[config.mk]
export PLATFORM = sky130hd
export DESIGN_NAME = backward_maccum
export DESIGN_NICKNAME = d
export VERILOG_FILES = /design/src/rtl/backward_maccum.sv
export SDC_FILE = /design/constraint.sdc
export NUM_CORES = 2
export LEC_CHECK = 0
export CAP_MARGIN = 20
export CORE_UTILIZATION = 55
export DETAILED_ROUTE_END_ITERATION = 8
export PLACE_DENSITY = 0.82
export REMOVE_ABC_BUFFERS = 1
export SKIP_LAST_GASP = 1
export SYNTH_ARGS = -nofsm -noshare
export SYNTH_HDL_FRONTEND = slang
export SYNTH_SLANG_ARGS = --single-unit
[constraint.sdc]
create_clock -name iCLK -period 27.3 [get_ports iCLK]
set_input_delay 4.095 -clock iCLK [delete_from_list [all_inputs] [get_ports iCLK]]
set_output_delay 4.095 -clock iCLK [all_outputs]
set_load 0.02 [all_outputs]
[src/rtl/backward_maccum.sv]
// Backpropagation multiply-accumulate: err[p] = sum_c W[c][p]*delta[c], one column per cycle.
// Optional clamp of each result to the WF-bit range: define BACKWARD_MACCUM_SATURATE_EN.
module backward_maccum #(
    parameter int unsigned NP    = 7,
    parameter int unsigned NC    = 11,
    parameter int unsigned WF    = 5,
    parameter string       BURST = "yes"
) (
    input  logic                                 iCLK,
    input  logic                                 iRST,
    input  logic                                 iValid_AM_Weight,
    output logic                                 oReady_AM_Weight,
    input  logic [NC*NP*WF-1:0]                  iData_AM_Weight,
    input  logic                                 iValid_AM_Delta,
    output logic                                 oReady_AM_Delta,
    input  logic [NC*WF-1:0]                     iData_AM_Delta,
    output logic                                 oValid_BM_Error,
    input  logic                                 iReady_BM_Error,
    output logic [NP*($clog2(NC)+WF)-1:0]        oData_BM_Error
);

    localparam int unsigned WA       = $clog2(NC) + WF;
    localparam int unsigned CW       = (NC > 1) ? $clog2(NC) : 1;
    localparam int unsigned COL_BITS = NP * WF;
    localparam bit          BURST_EN = (BURST == "yes");
`ifdef BACKWARD_MACCUM_SATURATE_EN
    localparam logic signed [WA-1:0] SAT_MAX = WA'((2 ** (WF - 1)) - 1);
    localparam logic signed [WA-1:0] SAT_MIN = WA'(-(2 ** (WF - 1)));
`endif

    typedef enum logic [1:0] {
        IDLE  = 2'd0,
        ACCUM = 2'd1,
        OUT   = 2'd2
    } state_t;

    state_t                  state, state_n;
    logic [CW-1:0]           col;
    logic [NC*NP*WF-1:0]     w_q;
    logic [NC*WF-1:0]        d_q;
    logic signed [WA-1:0]    acc     [NP];
    logic signed [WA-1:0]    acc_sum [NP];
    logic signed [2*WF-1:0]  prod    [NP];
    logic signed [WF-1:0]    term    [NP];
    logic signed [WF-1:0]    d_cur;
    logic [NP*WA-1:0]        result;
    logic                    ready_c;
    logic                    both_valid;
    logic                    last_col;

    assign both_valid       = iValid_AM_Weight & iValid_AM_Delta;
    assign last_col         = (col == CW'(NC - 1));
    assign oReady_AM_Weight = ready_c;
    assign oReady_AM_Delta  = ready_c;

    // Next state and joined input handshake
    always_comb begin
        state_n = state;
        ready_c = 1'b0;
        unique case (state)
            IDLE: begin
                if (both_valid) begin
                    ready_c = 1'b1;
                    state_n = ACCUM;
                end
            end
            ACCUM: begin
                if (last_col) state_n = OUT;
            end
            OUT: begin
                if (iReady_BM_Error) begin
                    if (BURST_EN && both_valid) begin
                        ready_c = 1'b1;
                        state_n = ACCUM;
                    end else begin
                        state_n = IDLE;
                    end
                end
            end
            default: state_n = IDLE;
        endcase
        if (iRST) ready_c = 1'b0;
    end

    // Current column always sits in the low slice; latched vectors shift down each ACCUM cycle
    always_comb begin
        d_cur  = $signed(d_q[WF-1:0]);
        result = '0;
        for (int p = 0; p < int'(NP); p++) begin
            prod[p]    = $signed(w_q[p*WF +: WF]) * d_cur;
            term[p]    = WF'(prod[p] >>> (WF - 1));
            acc_sum[p] = acc[p] + WA'(term[p]);
`ifdef BACKWARD_MACCUM_SATURATE_EN
            if (acc_sum[p] > SAT_MAX)
                result[p*WA +: WA] = SAT_MAX;
            else if (acc_sum[p] < SAT_MIN)
                result[p*WA +: WA] = SAT_MIN;
            else
                result[p*WA +: WA] = acc_sum[p];
`else
            result[p*WA +: WA] = acc_sum[p];
`endif
        end
    end

    always_ff @(posedge iCLK or posedge iRST) begin
        if (iRST) begin
            state           <= IDLE;
            col             <= '0;
            w_q             <= '0;
            d_q             <= '0;
            oValid_BM_Error <= 1'b0;
            oData_BM_Error  <= '0;
            for (int p = 0; p < int'(NP); p++) acc[p] <= '0;
        end else begin
            state           <= state_n;
            oValid_BM_Error <= (state_n == OUT);
            if (ready_c) begin
                w_q <= iData_AM_Weight;
                d_q <= iData_AM_Delta;
                col <= '0;
                for (int p = 0; p < int'(NP); p++) acc[p] <= '0;
            end else if (state == ACCUM) begin
                w_q <= w_q >> COL_BITS;
                d_q <= d_q >> WF;
                col <= col + CW'(1);
                for (int p = 0; p < int'(NP); p++) acc[p] <= acc_sum[p];
                if (last_col) oData_BM_Error <= result;
            end
        end
    end

endmodule

; After elaboration in Yosys (flattened, before gate mapping)
; Index checks and enable logic that the tools add are counted.
[classes]
add_sub_neg = 8
n_mul = 7
eq_ne = 4
muxes = 17
bitwise = 2
n_reduce_logical = 3
[op_table]
columns = operator, count
row1 = $mux W385, 2
row2 = $mux W63, 2
row3 = $mux W55, 2
row4 = $add A9 B5 Y9, 7
row5 = $mul A5 B5 Y9, 7
row6 = $mux W4, 2
row7 = $mux W2, 3
row8 = $pmux W2 S3, 1
row9 = $add A4 B1 Y4 const B, 1
row10 = $eq A2 B2 Y1 const B, 2
row11 = $eq A4 B4 Y1 const B, 1
row12 = $mux W1, 4
row13 = $reduce_and A3 Y1, 1
row14 = $eq A2 B1 Y1 const B, 1
row15 = $logic_not A2 Y1, 1
row16 = $pmux W1 S2, 1
row17 = $reduce_bool A2 Y1, 1
row18 = $and A1 B1 Y1, 1
row19 = $not A1 Y1, 1
[totals]
ff_bits = 573
in_bits = 445
output_inout_bits = 66
wordCells = 54

; Longest topological paths before layout
[depth]
depth_word = 7
mapped_depth = 22
mapped_depth_nobuf = 20

; Worst setup path after synthesis
; No wires, ideal clock.
[synth_timing]
path_type = in2out
from = in iReady_BM_Error
to = out oReady_AM_Weight
arrival_time_ps = 5379
t_required_ps = 23205
path_slack_ps = 17826
cell_stages = 9
path_buffers = 5
path_cell_list = nand2b_2 -> nand3_1 -> or3_1 -> buf_2 -> inv_4 -> buf_6 -> buf_4 -> buf_4 -> buf_4
[synth_via]
elab_chain_cells = 3
[synth_lines]
columns = element, line
row1 = from (decl), 18  ; input logic iReady_BM_Error,
row2 = $mux W1, 71  ; if (iReady_BM_Error) begin
row3 = $pmux W1 S2, 60  ; unique case (state)
row4 = $mux W1, 82  ; if (iRST) ready_c = 1'b0;
row5 = to (decl), 12  ; output logic oReady_AM_Weight,
; Every way passes these cells.

; Worst setup path in the final report
; Ends and elaborated chain as after synthesis.

==> impl_metrics.csv <==
group,metric,value,unit
clock_network,tritoncts,"done",
timing,finalHoldViolCount,0,
logic_synthesis,synth_edf_count,0,
critical_path,cp-end-kind,"output pin",
global_route,grt_pass1_vias,24970,
power_and_ir_drop,power_per_cell_area,131.6,nW/µm²
critical_path,critical_path.max_fanout,67,
finish,nets,4373,
timing,period_share,0.3870,
power_and_ir_drop,power.leakage,18.91,nW
detailed_routing,wl,81800,µm
critical_path,r2r_slack,21.69,ns
floorplan,die_area,57980,µm²
logic_synthesis,synth_top_flop_cell,"dfrtp_1",
critical_path,critPathMostFrequentCell,"clkdlybuf4s50_1",
clock_network,clock_latency,0.63,ns
finish,fill_cells,4339,
timing,worst_pin_slew,1.278,ns
logic_synthesis,yosys_warnings,0,
finish,area_delta_synth_final,23.70,%
finish,drive_gt1_frac,0.04601,
power_and_ir_drop,report.power.total,0.005103,W
logic_synthesis,yosysTopAreaCell,"dfrtp_1",
logic_synthesis,ys_seq_area_frac,0.4572,
floorplan,initial_utilization,0.5561,
placement,place.port_buffers,510,
global_route,grt_pass1_wl,130600,µm
global_route,overflow,0,
clock_network,clockBufferDepth,3,
timing,drv_slew,0,
clock_network,clkSlewWorstSetupHoldPaths,0.06,ns
critical_path,ff2ff_path_depth,19,
clock_network,htreeDepth,2,
detailed_routing,vias,25080,
logic_synthesis,synthCells,3298,
finish,fin_util,0.6879,
critical_path,cp-startpoint,"iReady_BM_Error",
placement,place_congestion,0.8290,
critical_path,crit_end,"oReady_AM_Weight",
detailed_routing,drt_iter0_markers,2072,
status,status,"complete, no violations",
timing,fmax,94.64,MHz
logic_synthesis,synth.area.top_cells,"dfrtp_1, nand2_1, a22oi_1, fa_1, ha_1",
global_route,grt_max_degree,235,
floorplan,io_pins,511,
detailed_routing,drcViolationCount,0,
power_and_ir_drop,irDropWorstVdd,0.2390,mV
min_path,hold_class,"reg2reg",
detailed_routing,first_pass_iters,6,
clock_network,numClockSinks,573,
placement,post-dp-hpwl,54130,µm
finish,multiInputGateArea,15330,µm²
global_route,grt_antenna_before_repair,18,
critical_path,r2r_end,"oData_BM_Error[17]$_DFFE_PP0P_",
timing,clock_skew,0.01881,ns
logic_synthesis,synth_seq_cells,573,
critical_path,regToRegStartpoint,"d_q[4]$_DFFE_PP0P_",
critical_path,crit_chain,"clkdlybuf4s50_1, nand2b_2, nand3_1, or3_4, inv_16, clkdlybuf4s50_1",
logic_synthesis,async_reset_ff_frac,1.000,
logic_synthesis,syn_area,31360,µm²
finish,seqCellArea,14340,µm²
clock_network,post_cts_buffers,0,
clock_network,cts_resized,0,
floorplan,dieWidth,240.8,µm
clock_network,cts_buffers,59,
critical_path,critPathLaunchType,"input port",
global_route,grt.total_usage,0.2828,
detailed_routing,wl_per_cell,18.14,µm
finish,fin_cells,4509,
floorplan,die_h,240.8,µm
critical_path,cpMaxStageDelayCell,"clkdlybuf4s50_1",
flow_run,cap_violations,0,
critical_path,critPathMaxStageDelay,0.67,ns
logic_synthesis,avgSynthCellArea,9.508,µm²
placement,dp.cells,4383,
timing,setup_viol,0,
clock_network,cts_hold_buffers,0,
detailed_routing,ant_nets,0,
finish,layout_commonest_cell,"nand2_1",
floorplan,std_cell_rows,87,
detailed_routing,vias_per_cell,5.562,
logic_synthesis,ys_types,48,
timing,min_period,10.57,ns
critical_path,crit_type,"in2out",
clock_network,cts_root_buf,"clkbuf_16",
finish,final_cell_mix,"nand2_1, dfrtp_1, clkdlybuf4s50_1",
critical_path,arrival,6.47,ns
floorplan,coreArea,56390,µm²
logic_synthesis,synth_top_area_share,0.4572,
timing,max_slew_margin,0.1482,
timing,fin_setup_tns,0,ns
critical_path,required,23.20,ns
timing,rsz0062_at_grt,"no",
## cell type report
| cell class | instances | area share |
|---|---|---|
| Multi-Input combinational cell | 2350 | 0.3951 |
| Sequential cell | 573 | 0.3697 |
| Timing Repair Buffer | 531 | 0.1373 |
| Clock buffer | 88 | 0.04709 |
| Tap cell | 756 | 0.02439 |
| Inverter | 173 | 0.01735 |
| Clock inverter | 23 | 0.008128 |
| Antenna cell | 15 | 0.0009677 |
## report_power, final
group / internal [W] / total, W / leakage [nW] / switching, W
Clock: 0.000520 / 0.000872 / 1.07 / 0.000352
Sequential: 0.00119 / 0.00141 / 7.46 / 0.000218
Combinational: 0.00118 / 0.00282 / 10.4 / 0.00165
## sequential cells by signal, indices dropped and copies added (netlist names)
name and flops:
d_q 55, state 2, oValid_BM_Error 1, col 4, w_q 385, acc 63
oData_BM_Error 63
## cell families (layout without fill, tap and decap cells)
group / Yosys count / count (layout) / share of synthesized area
flops: 573 / 573 / 0.4572
compound gates: 642 / 642 / 0.1420
other cells: 0 / 15 / 0
xor+xnor: 115 / 115 / 0.03439
buf+inv: 375 / 815 / 0.05506
fa+ha+maj: 240 / 240 / 0.1226
simple gates: 1315 / 1315 / 0.1755
mux: 38 / 38 / 0.01317
## critical path, delay by kind of cell
| kind | cells | cell delay, ns |
|---|---|---|
| simple gates | 3 | 0.87 |
| buf+inv | 3 | 1.48 |
## cell usage after synthesis (14+ instances only)
| cell | instances |
|---|---|
| a21oi_1 | 57 |
| a21o_1 | 28 |
| mux2_2 | 26 |
| nand2_1 | 992 |
| buf_4 | 33 |
| fa_1 | 112 |
| inv_1 | 172 |
| o21ai_0 | 78 |
| nor2b_1 | 28 |
| buf_2 | 64 |
| dfrtp_1 | 573 |
| a22oi_1 | 389 |
| nand3_1 | 58 |
| o21bai_1 | 14 |
| xnor2_1 | 72 |
| ha_1 | 128 |
| buf_6 | 15 |
| xor2_1 | 35 |
| o21ai_1 | 15 |
| nand2b_1 | 23 |
| and2_1 | 105 |
| a31oi_1 | 15 |
| nor2_1 | 73 |
| clkbuf_1 | 84 |
## worst min path at each step
stage	depth (start not counted)	startpoint	slack, ns	to
after floorplan	2	w_q[35]$_DFFE_PP0P_	0.45	w_q[35]$_DFFE_PP0P_
after global placement	2	w_q[91]$_DFFE_PP0P_	0.46	w_q[91]$_DFFE_PP0P_
after global routing	2	w_q[80]$_DFFE_PP0P_	0.49	w_q[80]$_DFFE_PP0P_
after detailed placement	2	w_q[36]$_DFFE_PP0P_	0.46	w_q[36]$_DFFE_PP0P_
after CTS	2	w_q[42]$_DFFE_PP0P_	0.48	w_q[42]$_DFFE_PP0P_
final	2	w_q[42]$_DFFE_PP0P_	0.47	w_q[42]$_DFFE_PP0P_
## through the flow
step                setup slack (ns)  hold slack, ns  cell area [µm²]
finish                         16.73          0.4744            38790
global route                   16.65          0.4903            38780
CTS                            16.75          0.4780            38750
detailed placement             16.75          0.4621            36610
global placement               16.79          0.4576            36610
floorplan                     -21.44          0.4458            30280
## layer usage
metal / global-route usage / routed length, µm
met2: 0.4607 / 40200
met3: 0.05627 / 4942
met4: 0.1051 / 2836
met1: 0.3756 / 33750
met5: 0 / 67
Power figures use the tool's default switching activity.
